<file path="src/rtl/ap_tag_resolver.sv">
// ap_tag_resolver: resolves the multiple matches of one CAM compare pass.
// On start it captures the per-row match vector, reports any_match and
// match_count, then hands out the matched row addresses lowest index first
// over a valid/ready handshake. The resolve ends with a one-cycle done pulse,
// which also covers the empty and aborted cases.
//
// Ports:
//   clk, rstIn          clock, asynchronous active-high reset
//   tag_row             per-row match flags (bit i = row i matched)
//   start               capture tag_row and begin a resolve (IDLE only)
//   abort               end an in-progress resolve early
//   out_ready           consumer accepts out_addr
//   busy                any state other than IDLE
//   any_match           OR of the captured vector
//   match_count         popcount of the captured vector
//   out_valid           out_addr is valid
//   out_addr            lowest remaining matched row
//   out_last            out_addr is the final remaining match
//   served_count        addresses transferred since the last start
//   done                one-cycle end-of-resolve pulse
//   aborted             the last resolve ended by abort
module ap_tag_resolver #(
    parameter int unsigned DATA_DEPTH     = 16,
    parameter int unsigned ADDR_WIDTH_CAM = 8
) (
    input  logic                      clk,
    input  logic                      rstIn,
    input  logic [DATA_DEPTH-1:0]     tag_row,
    input  logic                      start,
    input  logic                      abort,
    input  logic                      out_ready,
    output logic                      busy,
    output logic                      any_match,
    output logic [ADDR_WIDTH_CAM-1:0] match_count,
    output logic                      out_valid,
    output logic [ADDR_WIDTH_CAM-1:0] out_addr,
    output logic                      out_last,
    output logic [ADDR_WIDTH_CAM-1:0] served_count,
    output logic                      done,
    output logic                      aborted
);

    localparam int unsigned DW = DATA_DEPTH;
    localparam int unsigned AW = ADDR_WIDTH_CAM;

    typedef enum logic [1:0] {
        IDLE    = 2'd0,
        RESOLVE = 2'd1,
        FINISH  = 2'd2
    } state_t;

    state_t          state, state_d;
    logic [DW-1:0]   snap, snap_d;
    logic            any_match_d;
    logic [AW-1:0]   match_count_d;
    logic [AW-1:0]   served_count_d;
    logic            aborted_d;
    logic            xfer;

    // Number of set bits, zero-extended to the address width.
    function automatic logic [AW-1:0] popcount(input logic [DW-1:0] v);
        logic [AW-1:0] cnt;
        cnt = '0;
        for (int i = 0; i < int'(DW); i++) begin
            cnt = cnt + AW'(v[i]);
        end
        return cnt;
    endfunction

    // Index of the lowest set bit; scanning downwards lets row 0 win.
    function automatic logic [AW-1:0] lowest_set(input logic [DW-1:0] v);
        logic [AW-1:0] idx;
        idx = '0;
        for (int i = int'(DW) - 1; i >= 0; i--) begin
            if (v[i]) begin
                idx = AW'(i);
            end
        end
        return idx;
    endfunction

    // Exactly one bit set: non-zero and clearing the lowest bit leaves zero.
    function automatic logic is_single(input logic [DW-1:0] v);
        return (v != '0) && ((v & (v - DW'(1))) == '0);
    endfunction

    // State register.
    always_ff @(posedge clk or posedge rstIn) begin
        if (rstIn) begin
            state <= IDLE;
        end else begin
            state <= state_d;
        end
    end

    // Next-state and next-value logic for the snapshot and status registers.
    always_comb begin
        state_d        = state;
        snap_d         = snap;
        any_match_d    = any_match;
        match_count_d  = match_count;
        served_count_d = served_count;
        aborted_d      = aborted;
        xfer           = 1'b0;

        case (state)
            IDLE: begin
                if (start) begin
                    snap_d         = tag_row;
                    any_match_d    = |tag_row;
                    match_count_d  = popcount(tag_row);
                    served_count_d = '0;
                    aborted_d      = 1'b0;
                    state_d        = (tag_row != '0) ? RESOLVE : FINISH;
                end
            end
            RESOLVE: begin
                if (abort) begin
                    aborted_d = 1'b1;
                    state_d   = FINISH;
                end else if (out_ready) begin
                    xfer = 1'b1;
                    // Clearing the lowest set bit retires the presented address.
                    snap_d         = snap & (snap - DW'(1));
                    served_count_d = served_count + AW'(1);
                    if (is_single(snap)) begin
                        state_d = FINISH;
                    end
                end
            end
            FINISH: begin
                state_d = IDLE;
            end
            default: begin
                state_d = IDLE;
            end
        endcase
    end

    // Datapath and output registers; handshake outputs are decoded from the
    // next snapshot so the address is ready in the same cycle as out_valid.
    always_ff @(posedge clk or posedge rstIn) begin
        if (rstIn) begin
            snap         <= '0;
            any_match    <= 1'b0;
            match_count  <= '0;
            served_count <= '0;
            aborted      <= 1'b0;
            done         <= 1'b0;
            busy         <= 1'b0;
            out_valid    <= 1'b0;
            out_addr     <= '0;
            out_last     <= 1'b0;
        end else begin
            snap         <= snap_d;
            any_match    <= any_match_d;
            match_count  <= match_count_d;
            served_count <= served_count_d;
            aborted      <= aborted_d;
            done         <= (state_d == FINISH);
            busy         <= (state_d != IDLE);
            out_valid    <= (state_d == RESOLVE);
            out_addr     <= (state_d == RESOLVE) ? lowest_set(snap_d) : '0;
            out_last     <= (state_d == RESOLVE) && is_single(snap_d);
        end
    end

    // Transfer strobe is only used to structure the next-state logic.
    logic unused_xfer;
    assign unused_xfer = xfer;

endmodule
</file>
<file path="config.mk">
export PLATFORM = sky130hd
export DESIGN_NAME = ap_tag_resolver
export DESIGN_NICKNAME = d
export VERILOG_FILES = /design/src/rtl/ap_tag_resolver.sv
export SDC_FILE = /design/constraint.sdc
export NUM_CORES = 1
export LEC_CHECK = 0
export BUFFER_PORTS_ARGS = -buffer_cell sky130_fd_sc_hd__buf_4
export CORE_MARGIN = 2
export CORE_UTILIZATION = 25
export CTS_CLUSTER_DIAMETER = 200
export CTS_CLUSTER_SIZE = 16
export DETAILED_ROUTE_END_ITERATION = 7
export MAX_ROUTING_LAYER = met4
export PLACE_DENSITY_LB_ADDON = 0.25
export SYNTH_ARGS = -nofsm -noshare
export SYNTH_HDL_FRONTEND = slang
export SYNTH_SLANG_ARGS = --single-unit
</file>
<file path="constraint.sdc">
create_clock -name clk -period 7.4 [get_ports clk]
set_clock_uncertainty 0.1 [all_clocks]
set_input_delay 0.74 -clock clk [delete_from_list [all_inputs] [get_ports clk]]
set_output_delay 0.74 -clock clk [all_outputs]
set_load 0.02 [all_outputs]
</file>
* Yosys cells after proc, flatten, opt, wreduce, memory -nomap -nowiden
Cells that the tools add are included. Widths: inputs -> output; s select.
Word-level totals: bits in registers 48, latch bits 0, memory bits (writable) 0, memory bits (read-only) 0, input bits 21, logic and storage cells 87, memories 0
Operators by class: add/subtract/negate cells 18, multiply operators 0, divide/modulo/power cells 0, magnitude comparators 0, equality and inequality tests 7, shift operators 0, multiplexer cells 34, bitwise gates (word level) 2, reduce and logical (&&, ||, !) cells 15
Operator list (number):
- $mux 8 | 19
- $add 8x1->8 | 8
- $mux 16 | 3
- $reduce_bool 16->1 | 3
- $and 16x16->16 | 2
- $logic_not 16->1 | 2
- $pmux 16 s2 | 1
- $sub 16x1->16 const B | 2
- $pmux 8 s2 | 1
- $reduce_or 16->1 | 1
- $mux 2 | 5
- $add 7x1->8 | 1
- $add 8x1->8 const B | 1
- $ne 2x2->1 const B | 4
- $add 6x1->7 | 1
- $add 5x1->6 | 1
- $add 4x1->5 | 1
- $add 3x1->4 | 1
- $eq 2x1->1 const B | 2
- $mux 4 | 1
- $pmux 2 s2 | 1
- $reduce_and 4->1 | 1
- $reduce_bool 2->1 | 2
- $add 2x1->3 | 1
- 8 further kinds | 11

* Logic depth before layout (Yosys ltp)
word-level depth 22, gate-level depth with buffers 12, gate-level depth less buffers 12

* Least setup slack after synthesis
No wires, ideal clock.
kind input port to flip-flop, from input tag_row[0], to register match_count[4], setup time 0.083 ns, data arrival time 3.616 ns, required time 7.217 ns, setup slack 3.601 ns, stages on the path 12, buffers on the path 0, path through fa_1 inv_1 fa_1 fa_1 fa_1 inv_1 ha_1 inv_1 fa_1 nor2b_1 o21ai_0 o21ai_0
On the way: cells in the longest elaborated chain, start to end 15
RTL lines:
- start, declared | line 28 | input logic [DATA_DEPTH-1:0] tag_row,
- $add 1x1->2 | line 65 | cnt = cnt + AW'(v[i]);
- $add 2x1->3 | line 65
- $add 3x1->4 | line 65
- $add 4x1->5 | line 65
- $add 5x1->6 | line 65
- $add 6x1->7 | line 65
- $add 7x1->8 | line 65
- $add 8x1->8 (8 in a row) | line 65
- end signal, assigned | line 157 | match_count <= match_count_d;
- end, declared | line 34 | output logic [ADDR_WIDTH_CAM-1:0] match_count,
Every way passes these cells. A chain may end at the register's enable or synchronous reset.

* Final worst setup path
Same ends and word-level chain as after synthesis.

==> results.txt <==
The maximum fanout along the worst path came out at 3. In this run the mean area of a mapped cell was 9.27 µm². At the worst endpoint, the required time is 7500 ps. After clock tree synthesis, the clock-pin slew on the worst setup and hold paths is 50 ps. The total number of H-tree levels came out at 2. The share of cells above drive strength 1 is 0.197. The number of max-cap violations is 0. The first global-routing pass estimated 12800 µm of wire. The half-perimeter wire length of the detailed placement result is 5970 µm. The insertion delay of the later-clocked pin in the worst-skew pair is 280 ps. The areal power density over the cells came out at 353 nW/µm².

The CTS root buffer is clkbuf_16. The worst hold path belongs to the class reg -> reg. The library cells used most frequently in the layout, excluding fill and tap cells, are buf_4, dfrtp_1, inv_1. The fraction of synthesis flops using an asynchronous set or reset pin is 1.00. The shortest clock period the worst path allows after layout is 3750 ps. The die outline height came out at 110 µm. The total of fill cells in the finished design came out at 1171. During I/O placement, the number of pins put on the boundary was 51. Dividing the detail-routed via count by the number of cells gives 5.04. The TritonCTS clock tree is yes. The overall die area is 12200 µm².

The repair_antennas step left the layout with diodes totalling 0. The worst vdd rail ir drop is 0.000126 V. The floorplan has 38 rows. The area growth from synthesis to layout came out at 19.6%. The count of buffers added on input and output ports is 43. The number of gates resized after cts came out at 0. The count of flip-flops with a built-in enable after synthesis is 0.

The post-detailed-routing wire length came out at 7760 µm. The count of clock tree sinks came out at 41. The worst slew margin relative to its limit came out at 0.429.

The number of vias after detailed routing is 2443. The clock passes through at most 2 buffers. Setup violations remaining at the end of the flow were counted as 0.

The final number of max-transition violations came out at 0. The worst setup path is launched from a primary input. The final routed DRC violation total came out at 0. The number of nets in the final layout is 384. The number of warnings issued by yosys is 0. Setup repair after global routing left no endpoint under its margin. The number of global-route vias before repair came out at 2429. The global placement routability congestion came out at 0.871. For the worst setup path, the data arrival time is 3850 ps.

Power comes to 1200 µW. Counting every instance in the synthesized netlist gives 306. The number of antenna violations at the first check in global routing is 0. The leading cell type in the layout, fill and taps excluded is buf_4. After synthesis, the netlist uses 65 different library cells. The transition at the pin with the smallest max-transition slack came out at 855 ps. The analysis attributes to cell leakage a power of 0.00150 µW. The cell area that synthesis handed to floorplanning was 2840 µm².

The flip-flop cell with the highest count after synthesis is dfrtp_1. Entering global routing, the biggest net connects 42 pins. The overall routing resource usage is 0.133. Synthesis inferred 41 register bits. From left edge to right edge, the die measures 110 µm. The start-to-end type of the worst setup path is in -> reg. The wire length per cell after detailed routing came out at 16.0 µm. STA classifies the critical path endpoint as a register.

The run finished with clean final reports. The area of the core is 10900 µm². The final total negative setup slack came out at 0 ps.

The final number of hold-violating endpoints was 0. Clock tree synthesis inserted a total of 5 buffers. The starting density of the core came out at 0.259. The highest clock frequency the design can meet is 267 MHz. In this run the post-CTS setup repair buffer count came out at 0. The post-route fraction of the period consumed by the critical path came out at 0.507.

In this run, post-CTS hold repair placed 0 buffers. The remaining number of nets flagged by the antenna check after routing came out at 0. The part of the Yosys area used for sequential elements is 0.362.

The global route total overflow came out at 0. The iteration count of the initial detailed-routing pass came out at 4. The first routing iteration left 187 violations.
## cell families (layout without fill, tap and decap cells)
kind of cell / Yosys count / count (layout) / synth area share
xor gates and xnor gates: 9 / 9 / 0.0278
muxes: 1 / 1 / 0.00353
adders and majority gates: 19 / 19 / 0.109
buffers and inverters: 45 / 78 / 0.0741
DFF: 41 / 41 / 0.362
AOI/OAI and AO/OA: 75 / 75 / 0.192
and+or+nand+nor: 115 / 115 / 0.231
other: 1 / 7 / 0.00132
## flip-flops by register name, summed over array words and instances, names as in the netlist, 2 cells and up
name / cells
snap: 16
served_count: 8
match_count: 5
out_addr: 4
state: 2
## report_power, final
| part | internal, µW | leakage [µW] | switching (µW) |
|---|---|---|---|
| registers | 299 | 0.000513 | 96.6 |
| clock network | 120 | 0.0000655 | 79.3 |
| logic | 244 | 0.000923 | 358 |
| total | 664 | 0.00150 | 534 |
## synthesized netlist by cell type (4+ instances only)
| cell | number | area, µm² |
|---|---|---|
| dfrtp_1 | 41 | 1030 |
| ha_1 | 7 | 87.6 |
| nor4_1 | 9 | 56.3 |
| a21oi_1 | 15 | 75.1 |
| fa_1 | 10 | 200 |
| nor3_1 | 8 | 40.0 |
| o22ai_1 | 6 | 37.5 |
| nor2_1 | 23 | 86.3 |
| nand3_1 | 9 | 45.0 |
| xor2_1 | 7 | 61.3 |
| o21ai_0 | 12 | 60.1 |
| or2_2 | 4 | 25.0 |
| nand2_1 | 22 | 82.6 |
| inv_1 | 27 | 101 |
| a22o_1 | 4 | 35.0 |
| buf_4 | 7 | 52.6 |
| clkbuf_1 | 8 | 30.0 |
| nand2b_1 | 8 | 50.1 |
| nand4_1 | 5 | 31.3 |
## critical path: stages
cell,delay (ps)
buf_4,130
fa_1,530
inv_1,50
fa_1,470
fa_1,530
fa_1,400
inv_1,60
ha_1,150
inv_1,50
fa_1,400
nor2b_1,120
o21ai_0,70
o21ai_0,130
## stage by stage
stage	instances	worst slack [ps]	utilization	hold WS (ps)	area, µm²
after floorplan	312	3600	-	489	2860
after global placement	479	3400	0.298	369	3260
after detailed placement	479	3330	0.298	377	3260
after CTS	485	3620	0.310	389	3390
after global routing	485	3490	0.310	422	3390
final	485	3650	0.310	379	3390
## layout make-up
type	count	area (µm²)	area share
clock buffer	5	125	0.0369
clock inverter	1	5.00	0.00148
inverter	27	101	0.0299
multi-input combinational	226	1620	0.478
sequential	41	1030	0.302
tap	140	175	0.0516
timing repair buffer	45	338	0.0996
## worst paths after layout
path,cells past startpoint,end,startpoint,slack (ps)
max in group asynchronous,3,snap[5],rstIn,6340
min in group asynchronous,3,served_count[4],rstIn,490
worst max register to register,9,out_last,state[0],3750
worst min-delay path,2,match_count[3],match_count[3],380
worst min register to register,2,match_count[3],match_count[3],380
worst max-delay path,13,match_count[4],tag_row[0],3650
## metal layers
| layer | track usage | vias to the layer above | wire (µm) | part of all wire |
|---|---|---|---|---|
| met5 | - | - | 0 | 0 |
| met4 | 0.0367 | 0 | 139 | 0.018 |
| met3 | 0.0291 | 11 | 315 | 0.041 |
| met2 | 0.209 | 64 | 3630 | 0.47 |
| met1 | 0.176 | 1188 | 3670 | 0.47 |
| li1 | - | 1180 | - | - |
Power figures use the tool's default switching activity.
